==> src/rtl/fft_pkg.sv <==
// fft_pkg: shared sample type, default sizes and round-half-up arithmetic shift
package fft_pkg;
  localparam int DEF_DATA_WIDTH = 32;
  localparam int DEF_FFT_LEN_LOG2 = 10;
  typedef struct packed {
    logic signed [DEF_DATA_WIDTH-1:0] re;
    logic signed [DEF_DATA_WIDTH-1:0] im;
  } cplx_t;
  function automatic logic signed [63:0] rnd_sra(input logic signed [63:0] v, input int l);
    return (v + (64'sd1 <<< (l - 1))) >>> l;
  endfunction
endpackage

==> src/rtl/fft_neg_sat.sv <==
// fft_neg_sat: combinational two's-complement negate that saturates the most negative input
module fft_neg_sat #(
  parameter int W = 32
) (
  input  logic signed [W-1:0] a_i,
  output logic signed [W-1:0] y_o,
  output logic                ovf_o
);
  always_comb begin
    ovf_o = a_i == {1'b1, {(W-1){1'b0}}};
    y_o = ovf_o ? {1'b0, {(W-1){1'b1}}} : -a_i;
  end
endmodule

==> src/rtl/fft_ifft_post_proc.sv <==
// fft_ifft_post_proc: conjugate, 1/N round-scale and frame-check stage turning an FFT into an IFFT
module fft_ifft_post_proc
  import fft_pkg::*;
#(
  parameter int   DATA_WIDTH   = DEF_DATA_WIDTH,
  parameter int   FFT_LEN_LOG2 = DEF_FFT_LEN_LOG2,
  parameter logic SCALE_EN     = 1'b1
) (
  input  logic                         clk_i,
  input  logic                         rst_i,
  input  logic                         s_valid_i,
  output logic                         s_ready_o,
  input  logic signed [DATA_WIDTH-1:0] s_re_i,
  input  logic signed [DATA_WIDTH-1:0] s_im_i,
  input  logic                         s_last_i,
  output logic                         m_valid_o,
  input  logic                         m_ready_i,
  output logic signed [DATA_WIDTH-1:0] m_re_o,
  output logic signed [DATA_WIDTH-1:0] m_im_o,
  output logic                         m_last_o,
  output logic                         frame_err_o,
  output logic [15:0]                  sat_cnt_o
);
  localparam int W = DATA_WIDTH;
  localparam logic [FFT_LEN_LOG2-1:0] CNT_MAX = '1;
  typedef struct packed {
    logic                v;
    logic                last;
    logic                err;
    logic signed [W-1:0] re;
    logic signed [W-1:0] im;
  } stg_t;
  function automatic logic signed [W-1:0] scale(input logic signed [W-1:0] v);
    return SCALE_EN ? W'(rnd_sra(64'(v), FFT_LEN_LOG2)) : v;
  endfunction
  logic adv, acc, at_max, ovf;
  logic signed [W-1:0] im_n;
  logic [FFT_LEN_LOG2-1:0] cnt_q, cnt_d;
  logic [15:0] sat_q, sat_d;
  stg_t s1_q, s1_d, s2_q, s2_d;
  fft_neg_sat #(.W(W)) u_neg (.a_i(s_im_i), .y_o(im_n), .ovf_o(ovf));
  always_comb begin
    adv = !s2_q.v || m_ready_i;
    acc = s_valid_i && adv;
    at_max = cnt_q == CNT_MAX;
    cnt_d = acc ? ((s_last_i || at_max) ? '0 : cnt_q + 1'b1) : cnt_q;
    sat_d = (acc && ovf && sat_q != 16'hFFFF) ? sat_q + 16'd1 : sat_q;
    s1_d = adv ? stg_t'{v: s_valid_i, last: s_valid_i && (s_last_i || at_max),
                        err: s_valid_i && (s_last_i ^ at_max), re: s_re_i, im: im_n} : s1_q;
    s2_d = adv ? stg_t'{v: s1_q.v, last: s1_q.last, err: s1_q.err,
                        re: scale(s1_q.re), im: scale(s1_q.im)} : s2_q;
    s_ready_o = adv;
    m_valid_o = s2_q.v;
    m_re_o = s2_q.re;
    m_im_o = s2_q.im;
    m_last_o = s2_q.last;
    frame_err_o = s2_q.err;
    sat_cnt_o = sat_q;
  end
  always_ff @(posedge clk_i) begin
    if (rst_i) begin
      cnt_q <= '0;
      sat_q <= '0;
      s1_q <= '0;
      s2_q <= '0;
    end else begin
      cnt_q <= cnt_d;
      sat_q <= sat_d;
      s1_q <= s1_d;
      s2_q <= s2_d;
    end
  end
endmodule
==> config.mk <==
export PLATFORM = sky130hd
export DESIGN_NAME = fft_ifft_post_proc
export DESIGN_NICKNAME = d
export VERILOG_FILES = /design/src/rtl/fft_pkg.sv /design/src/rtl/fft_neg_sat.sv /design/src/rtl/fft_ifft_post_proc.sv
export SDC_FILE = /design/constraint.sdc
export NUM_CORES = 1
export LEC_CHECK = 0
export ABC_CLOCK_PERIOD_IN_PS = 3900
export CAP_MARGIN = 40
export CORE_MARGIN = 2
export CORE_UTILIZATION = 35
export CTS_CLUSTER_DIAMETER = 120
export DETAILED_ROUTE_END_ITERATION = 8
export GPL_TIMING_DRIVEN = 0
export PLACE_DENSITY_LB_ADDON = 0.12
export SLEW_MARGIN = 10
export SYNTH_ARGS = -nofsm -noshare
export SYNTH_HDL_FRONTEND = slang
export SYNTH_HIERARCHICAL = 1
export SYNTH_SLANG_ARGS = --single-unit
==> constraint.sdc <==
create_clock -name clk_i -period 3.9 [get_ports clk_i]
set_input_delay 0.78 -clock clk_i [delete_from_list [all_inputs] [get_ports clk_i]]
set_output_delay 0.78 -clock clk_i [all_outputs]
set_load 0.1 [all_outputs]
======== After elaboration in Yosys (flattened, before gate mapping) ========
Cells that the tools add are included.
word-level totals
  bits in registers ....................... 160
  bits in read-only memories .............. 0
  logic and storage cells ................. 31
  memory bits (writable) .................. 0
  memories ................................ 0
  latch bits .............................. 0
operators by class
  shift-type cells ........................ 0
  multipliers ............................. 0
  equal/unequal tests ..................... 3
  magnitude comparators ................... 0
  divide/modulo/power cells ............... 0
  bitwise operators ....................... 1
  reduce and logical (&&, ||, !) cells .... 8
  mux-type cells .......................... 2
  add/sub/neg operators ................... 5
operators by type and width
  cell                                             number
  adder 32 x 11 -> 33 bit (second input constant)  2
  == test 32 bit (second input constant)           1
  2-to-1 mux 32 bit                                1
  negator 32 bit                                   1
  adder 16 x 1 -> 16 bit (second input constant)   1
  != test 16 bit (second input constant)           1
  adder 10 x 1 -> 10 bit (second input constant)   1
  == test 10 bit (second input constant)           1
  2-to-1 mux 10 bit                                1
  logical AND 1 bit                                5
  logical OR 1 bit                                 2
  logical NOT 1 bit                                1
  bitwise XOR 1 bit                                1

======== Logic depth before layout (Yosys ltp) ========
Gate-level depths: netlist of run 1.
  depth in word-level cells ............... 5
  mapped depth ............................ 12
  mapped depth without buffers ............ 10

======== Cells and area by module ========
Netlist of run 1, hierarchy kept.
by module, submodules not included
  module              area each (µm²)  cells an instance  instances
  fft_ifft_post_proc  5662.9           698                1
  fft_neg_sat         783.3            130                1

======== Worst setup path before layout of run 1 ========
Ideal clock, no wire load.
  path type ............................... input port to flip-flop
  start ................................... input s_im_i[15]
  end ..................................... register sat_q[5], in the netlist sat_cnt_o[5]
  stages .................................. 12
  slack ................................... 0.259 ns
  data arrival time ....................... 3.571 ns
  library setup time ...................... 0.070 ns
  cells stage by stage .................... or3_4 > or3_1 > buf_6 > or3_4 > nand2b_1 > clkbuf_1 > inv_1 > and2_1 > clkbuf_1 > nand2_1 > or4_1 > a21oi_1
on the way
  word-level cells in the longest chain between the ends .. 3
ends and longest elaborated chain
  element                          RTL line                  text
  start, declared                  fft_ifft_post_proc.sv:14  input logic signed [DATA_WIDTH-1:0] s_im_i,
  == test 32 bit                   fft_neg_sat.sv:10         ovf_o = a_i == {1'b1, {(W-1){1'b0}}};
  via ovf                          fft_ifft_post_proc.sv:36  logic adv, acc, at_max, ovf;
  logical AND 1 bit (2 in series)  fft_ifft_post_proc.sv:47  sat_d = (acc && ovf && sat_q != 16'hFFFF) ? sat_q + 16'd1 : sat_q;
  end signal, assigned             fft_ifft_post_proc.sv:68  sat_q <= sat_d;
  end, declared                    fft_ifft_post_proc.sv:39  logic [15:0] sat_q, sat_d;
The timed path passes the listed nets, and every way through them passes these cells.
A chain may end at the register's enable or synchronous reset.

======== Worst setup path in the final report of run 1 ========
  start ................................... input s_im_i[15]
  end ..................................... register sat_q[8], in the netlist sat_cnt_o[8]
Same word-level chain as after synthesis.

==> run metrics, run 1 <==
Pre-Repair DR Iteration Count=5; fin crit period=3.74 ns; critical path type=in2reg; Required @ worst endpoint=~4.3 ns; Slew @ Worst Pin=about 0.70 ns; Routed WL=roughly 20000 um; site row count=slightly below 50; Syn Area/Cell=about 7.8 um2; CTS tree=built; Final setup viols=0; DR WL/cell=around 15 um; First DRT Iteration DRCs=~300; GR Overflow Total=0; wl on met1=approximately 9400 um; CTS Sinks=approximately 120; P_int=roughly 2700 uW; Vias=6617; Crit. End Element=register; status=completed; cell area power density=between 300 and 400 nW/um2; number of buffers created by CTS=17; Vias/cell=5.11; Die Ht=139 um; Mapped Cells=809; f_max=roughly 270 MHz; utilization after layout=approximately 56%; unrepaired setup endpoints after global routing=no; fin crit share=a little over nine tenths; CP startpoint kind=input port; # DRC=0; combinational share of power=~20%; met3 routed WL=roughly 850 um; Layout Area Growth over Synthesis=58.2%; number of global-route vias before repair=around 6300; crit-path cells=clkdlybuf4s50_1 > or3_4 > or3_1 > buf_6 > or3_4 > nand2b_1 > buf_4 > inv_1 > and2_4 > nand4b_1 > buf_4 > or3_1 > a21oi_1; gr usage total=roughly 21%; nets@finish=approximately 1100; critical path fanouts, max=10; family with the most delay on the worst path=simple AND/OR/NAND/NOR gates; Hold WC Path Type=reg2reg; Layout Cells excl Fill=approximately 1300; Post-Syn Area=around 6300 um2; share of total power in sequential cells=36.5%; Arrival @ worst endpoint=4.10 ns; slowest stage delay, CP=0.47 ns; fraction of layout cells with a size suffix above 1=14.6%; pin count of the biggest net entering global routing=17; yosys warns=6; effective utilization at floorplan=between 30% and 40%; Reg clk slew, reported paths=about 0.060 ns; Final Max Tran Viols=0; final hold viol count=0; maximum clock path buffer count=2; total die area=19200 um2; placed insts=around 1300; CORE AREA=around 18000 um2; WHS=around 0.47 ns; WP buf/inv=5; first-pass GRT wire length=32300 um; H-tree levels=4; NetSw=between 1000 and 1500 uW; relative slew slack=roughly 52%; later-pin clock latency in the skew report=about 0.43 ns; Net Count, Synth=between 800 and 900; switching share of total power=28.8%; leak pwr=0.00376 uW; Top Metal Used=met4; total power=between 3000 and 4000 uW; n_diodes=0; IO buf count=between 100 and 150; Post-DP HPWL=14800 um; IO Pins=approximately 150; initial antenna violation count=0; Die Span X=about 140 um; Clk pwr share=around 43%; routed wl met2=a little over 9000 um; GP Congestion=0.802; worst vdd ir=0.315 mV; worst clock skew=between 0.01 and 0.015 ns; slowest stage cell, crit path=clkdlybuf4s50_1; clk root buf=clkbuf_16; Final ANT Viol Nets=0; Max Cap Viol=0
## path summary, 6_finish.rpt
check / start / end / slack, ns / cells past startpoint
min reg2reg: s1_q[65] / m_last_o / 0.47 / 2
min: s1_q[65] / m_last_o / 0.47 / 2
max: s_im_i[15] / sat_cnt_o[8] / 0.16 / 13
max reg2reg: m_valid_o / m_im_o[9] / 1.55 / 7
## power groups by stage
stage	sequential [uW]	clock, uW	combinational, uW
2_1_floorplan	1620	0	225
5_1_grt	1400	1730	818
3_5_place_dp	1420	0	777
6_report	1390	1650	776
4_1_cts	1390	1680	782
3_3_place_gp	1420	0	640
## registers in the layout, indices dropped and copies added, names as in the netlist
register,count
m_last_o,1
sat_cnt_o,16
cnt_q,10
frame_err_o,1
m_re_o,23
m_im_o,23
m_valid_o,1
s1_q,49
## what timing repair did
item / CTS / global route
setup buffers: 0 / 1
hold endpoints to repair: 0 / 0
pin swaps: 1 / 2
setup endpoints to repair: 13 / 11
resized for setup: 12 / 9
hold buffers: 0 / 0
## cells in the final DEF, fill, tap and decap left out, types with 18 or more instances in the layout
cell type and instances:
nor2_1 72, clkdlybuf4s50_1 142, nand4_1 18, clkbuf_1 40, xor2_1 20, xnor2_1 19
or3_1 19, a211oi_1 27, nor4_1 23, nand2_1 143, buf_4 22, buf_8 80
dfxtp_1 124, a21oi_1 71, nand3_1 28
## metal layers
metal | vias up | track usage (%)
met4 | 0 | 4.40
li1 | 3391 | -
met5 | - | 0
met3 | 19 | 4.80
met1 | 3045 | 27.9
met2 | 162 | 34.3
## layout make-up
class	count	area [um2]
fillers	1640	7820
multi-input cells	601	3480
repair buffers	228	2750
flip-flops and latches	124	2480
clock buffers	25	505
plain buffers	64	337
well taps	229	287
clock inverters	6	108
inverters	18	68.8
## worst min-delay path, delay by kind of cell, from the launching register on
kind	cells	cell delay (ns)
compound gates	1	0.05
flops	1	0.31
simple gates	1	0.05
## stage by stage
stage | cell area (um2) | TNS, ns | setup WS [ns]
2_1_floorplan | 6330 | 0 | 0.292
3_3_place_gp | 8040 | -10.07 | -1.31
3_5_place_dp | 9370 | -10.13 | -0.889
4_1_cts | 10000 | 0 | 0.00452
5_1_grt | 10000 | 0 | 0.00773
6_report | 10000 | 0 | 0.157
(Power assumes the default switching activity.)
==> run 2: changes to the inputs <==
Settings changed: HOLD_SLACK_MARGIN from default to 0.06, SLEW_MARGIN 10 to default, SYNTH_HIERARCHICAL 1 to default.
==> run metrics, run 2 <==
Largest register FFs=49; Vias/cell=5.10; switching share of total power=29.4%; maximum clock path buffer count=2; Worst Reg2Reg Path Length in Cells=7; initial antenna violation count=0; NetSw=around 1100 uW; dpl cell area=slightly below 9000 um2; Max Cap Viol=0; total power=around 3700 uW; Clk pwr share=41.1%; CTS tree=built; CORE AREA=around 17000 um2; Synth top cells by count=dfxtp_1, nand2_1, a21oi_1; XOR/XNOR Fraction of Synth Area=9.75%; pin count of the biggest net entering global routing=19; Primary FF master, synth=dfxtp_1; GP Congestion=around 0.90; post-synthesis sequential area ratio=41.9%; fin crit period=around 3.8 ns; R2R setup slack=approximately 1.5 ns; Synth top area share=a little over two fifths; DR WL/cell=roughly 15 um; CP dominant cell by count=clkdlybuf4s50_1; number of global-route vias before repair=just under 6000; largest family of logic cells by synthesized area=simple AND/OR/NAND/NOR gates; fraction of layout cells with a size suffix above 1=14.7%; synth top area cells=dfxtp_1, a21oi_1, xor2_1, nand2_1, o21ai_0; slowest stage delay, CP=~0.54 ns; leak pwr=0.00349 uW; critical path type=in2out; Synth Area in Simple Gates=24.6%; share of total power in sequential cells=between 30% and 40%; n_diodes=0; Design Area, Final=9490 um2; H-tree levels=4; fraction of registers with async set/reset=0%; Syn Area/Cell=approximately 8 um2; leading area contributor after synthesis=dfxtp_1; GR Overflow Total=0; # DRC=0; CTS Sinks=124; Yosys cell types=49; post-CTS setup buffers=0; nets@finish=~1000; worst vdd ir=about 0.3 mV; hold path startpoint=m_last_o; f_max=266 MHz; most frequent cells in the layout=clkdlybuf4s50_1, dfxtp_1, nand2_1; mux cell area share after synthesis=less than 1%; Pre-Repair DR Iteration Count=5; Reg clk slew, reported paths=0.05 ns; clk root buf=clkbuf_16; P_int=2600 uW; unrepaired setup endpoints after global routing=no; Post-DP HPWL=between 10000 and 15000 um; first-pass GRT wire length=between 30000 and 40000 um; final hold viol count=0; IO Pins=about 150; CP startpoint kind=input port; largest reg by FF count=s1_q; Mapped Cells=approximately 720; hold_buf cts=0; Final ANT Viol Nets=0; cell area power density=roughly 390 nW/um2; Crit. End Element=output port; relative slew slack=45.2%; gr usage total=about a fifth; most common cell after layout, fill and taps aside=clkdlybuf4s50_1; First DRT Iteration DRCs=353; status=completed; hold path endpoint=m_last_o; Final Max Tran Viols=0; IO buf count=around 140; total die area=between 15000 and 20000 um2; combinational share of power=between 20% and 30%; later-pin clock latency in the skew report=0.41 ns; Final setup viols=0; placed insts=around 1200; complex-gate fraction of the synthesized area=about 17%; hold depth=2; utilization after layout=between 50% and 60%; Arrival @ worst endpoint=a little under 3 ns; Vias=~6100; Slew @ Worst Pin=~0.82 ns; RR Endpoint=sat_cnt_o[9]; Adder-Cell Fraction of Synth Area=1.27%; fin crit share=between 90 and 100%; Reg2Reg Launch Point=m_valid_o; effective utilization at floorplan=between 30% and 40%; Crit. Startpoint=m_ready_i; slowest stage cell, crit path=clkdlybuf4s50_1; crit-path cells=clkdlybuf4s50_1 > nor2b_1 > clkinv_2 > buf_1 > clkdlybuf4s50_1 > buf_8; number of buffers created by CTS=17; Layout Cells excl Fill=1200; Die Ht=approximately 130 um; worst clock skew=0.00652 ns; Layout Area Growth over Synthesis=60.1%; Post-Syn Area=between 5000 and 6000 um2; filler instances=1491; Hold WC Path Type=reg2reg; Routed WL=between 15000 and 20000 um; critical path fanouts, max=18; Net Count, Synth=around 800; yosys warns=0; most numerous cell in the Yosys netlist=dfxtp_1; site row count=47; Synth Register Bits=roughly 120; Die Span X=about 130 um; Required @ worst endpoint=about 3.1 ns; Post-synth EDFFs=0
-- run 2: worst max path at each step --
stage          slack, ns   endpoint
2_1_floorplan       0.75  s_ready_o
6_report            0.14  s_ready_o
5_1_grt             0.08  s_ready_o
3_3_place_gp       -0.53  s_ready_o
3_5_place_dp       -0.12  s_ready_o
4_1_cts             0.20  s_ready_o
-- run 2: cells by family after synthesis --
| kind of cell | Yosys count |
|---|---|
| compound gates | 176 |
| xor+xnor | 66 |
| fa+ha+maj | 6 |
| buf+inv | 67 |
| flops | 124 |
| mux | 1 |
| simple gates | 284 |
-- run 2: metrics by stage --
stage	worst slack (ns)	setup TNS, ns	hold WS (ns)
6_report	0.136	0	0.454
5_1_grt	0.0822	0	0.477
4_1_cts	0.197	0	0.452
3_5_place_dp	-0.120	-0.120	0.445
3_3_place_gp	-0.527	-0.527	0.443
2_1_floorplan	0.750	0	0.432
-- run 2: routing by layer --
| metal | vias up | track usage, % | wire (um) |
|---|---|---|---|
| met2 | 154 | 36.3 | 9050 |
| met5 | - | 0 | 0 |
| met4 | 0 | 6.78 | 349 |
| met1 | 2895 | 26.7 | 8420 |
| met3 | 25 | 4.04 | 758 |
| li1 | 3045 | - | - |
-- run 2: final cells by class --
class	instances	area (um2)	area share [%]
buffer	57	289	3.05
inverter	9	35.0	0.369
clock buffer	24	512	5.39
sequential	124	2480	26.2
multi-input combinational	533	3120	32.9
tap	220	275	2.90
timing repair buffer	227	2720	28.6
clock inverter	6	60.1	0.633
-- run 2: what timing repair did --
action                                 CTS  global route
setup endpoints to repair                1             0
gates resized for setup                  1             0
endpoints found under the hold margin    0             0
-- run 2: power by group through the flow --
stage | logic [uW] | registers [uW] | clock network [uW]
after floorplan | 216 | 1630 | 0
after global placement | 632 | 1420 | 0
after CTS | 775 | 1400 | 1530
final | 771 | 1400 | 1510
after global routing | 808 | 1400 | 1590
after detailed placement | 773 | 1420 | 0
-- run 2: critical path: cells and delay by family --
kind,cells,cell delay [ns]
buffers and inverters,5,1.85
AND/OR/NAND/NOR,1,0.35
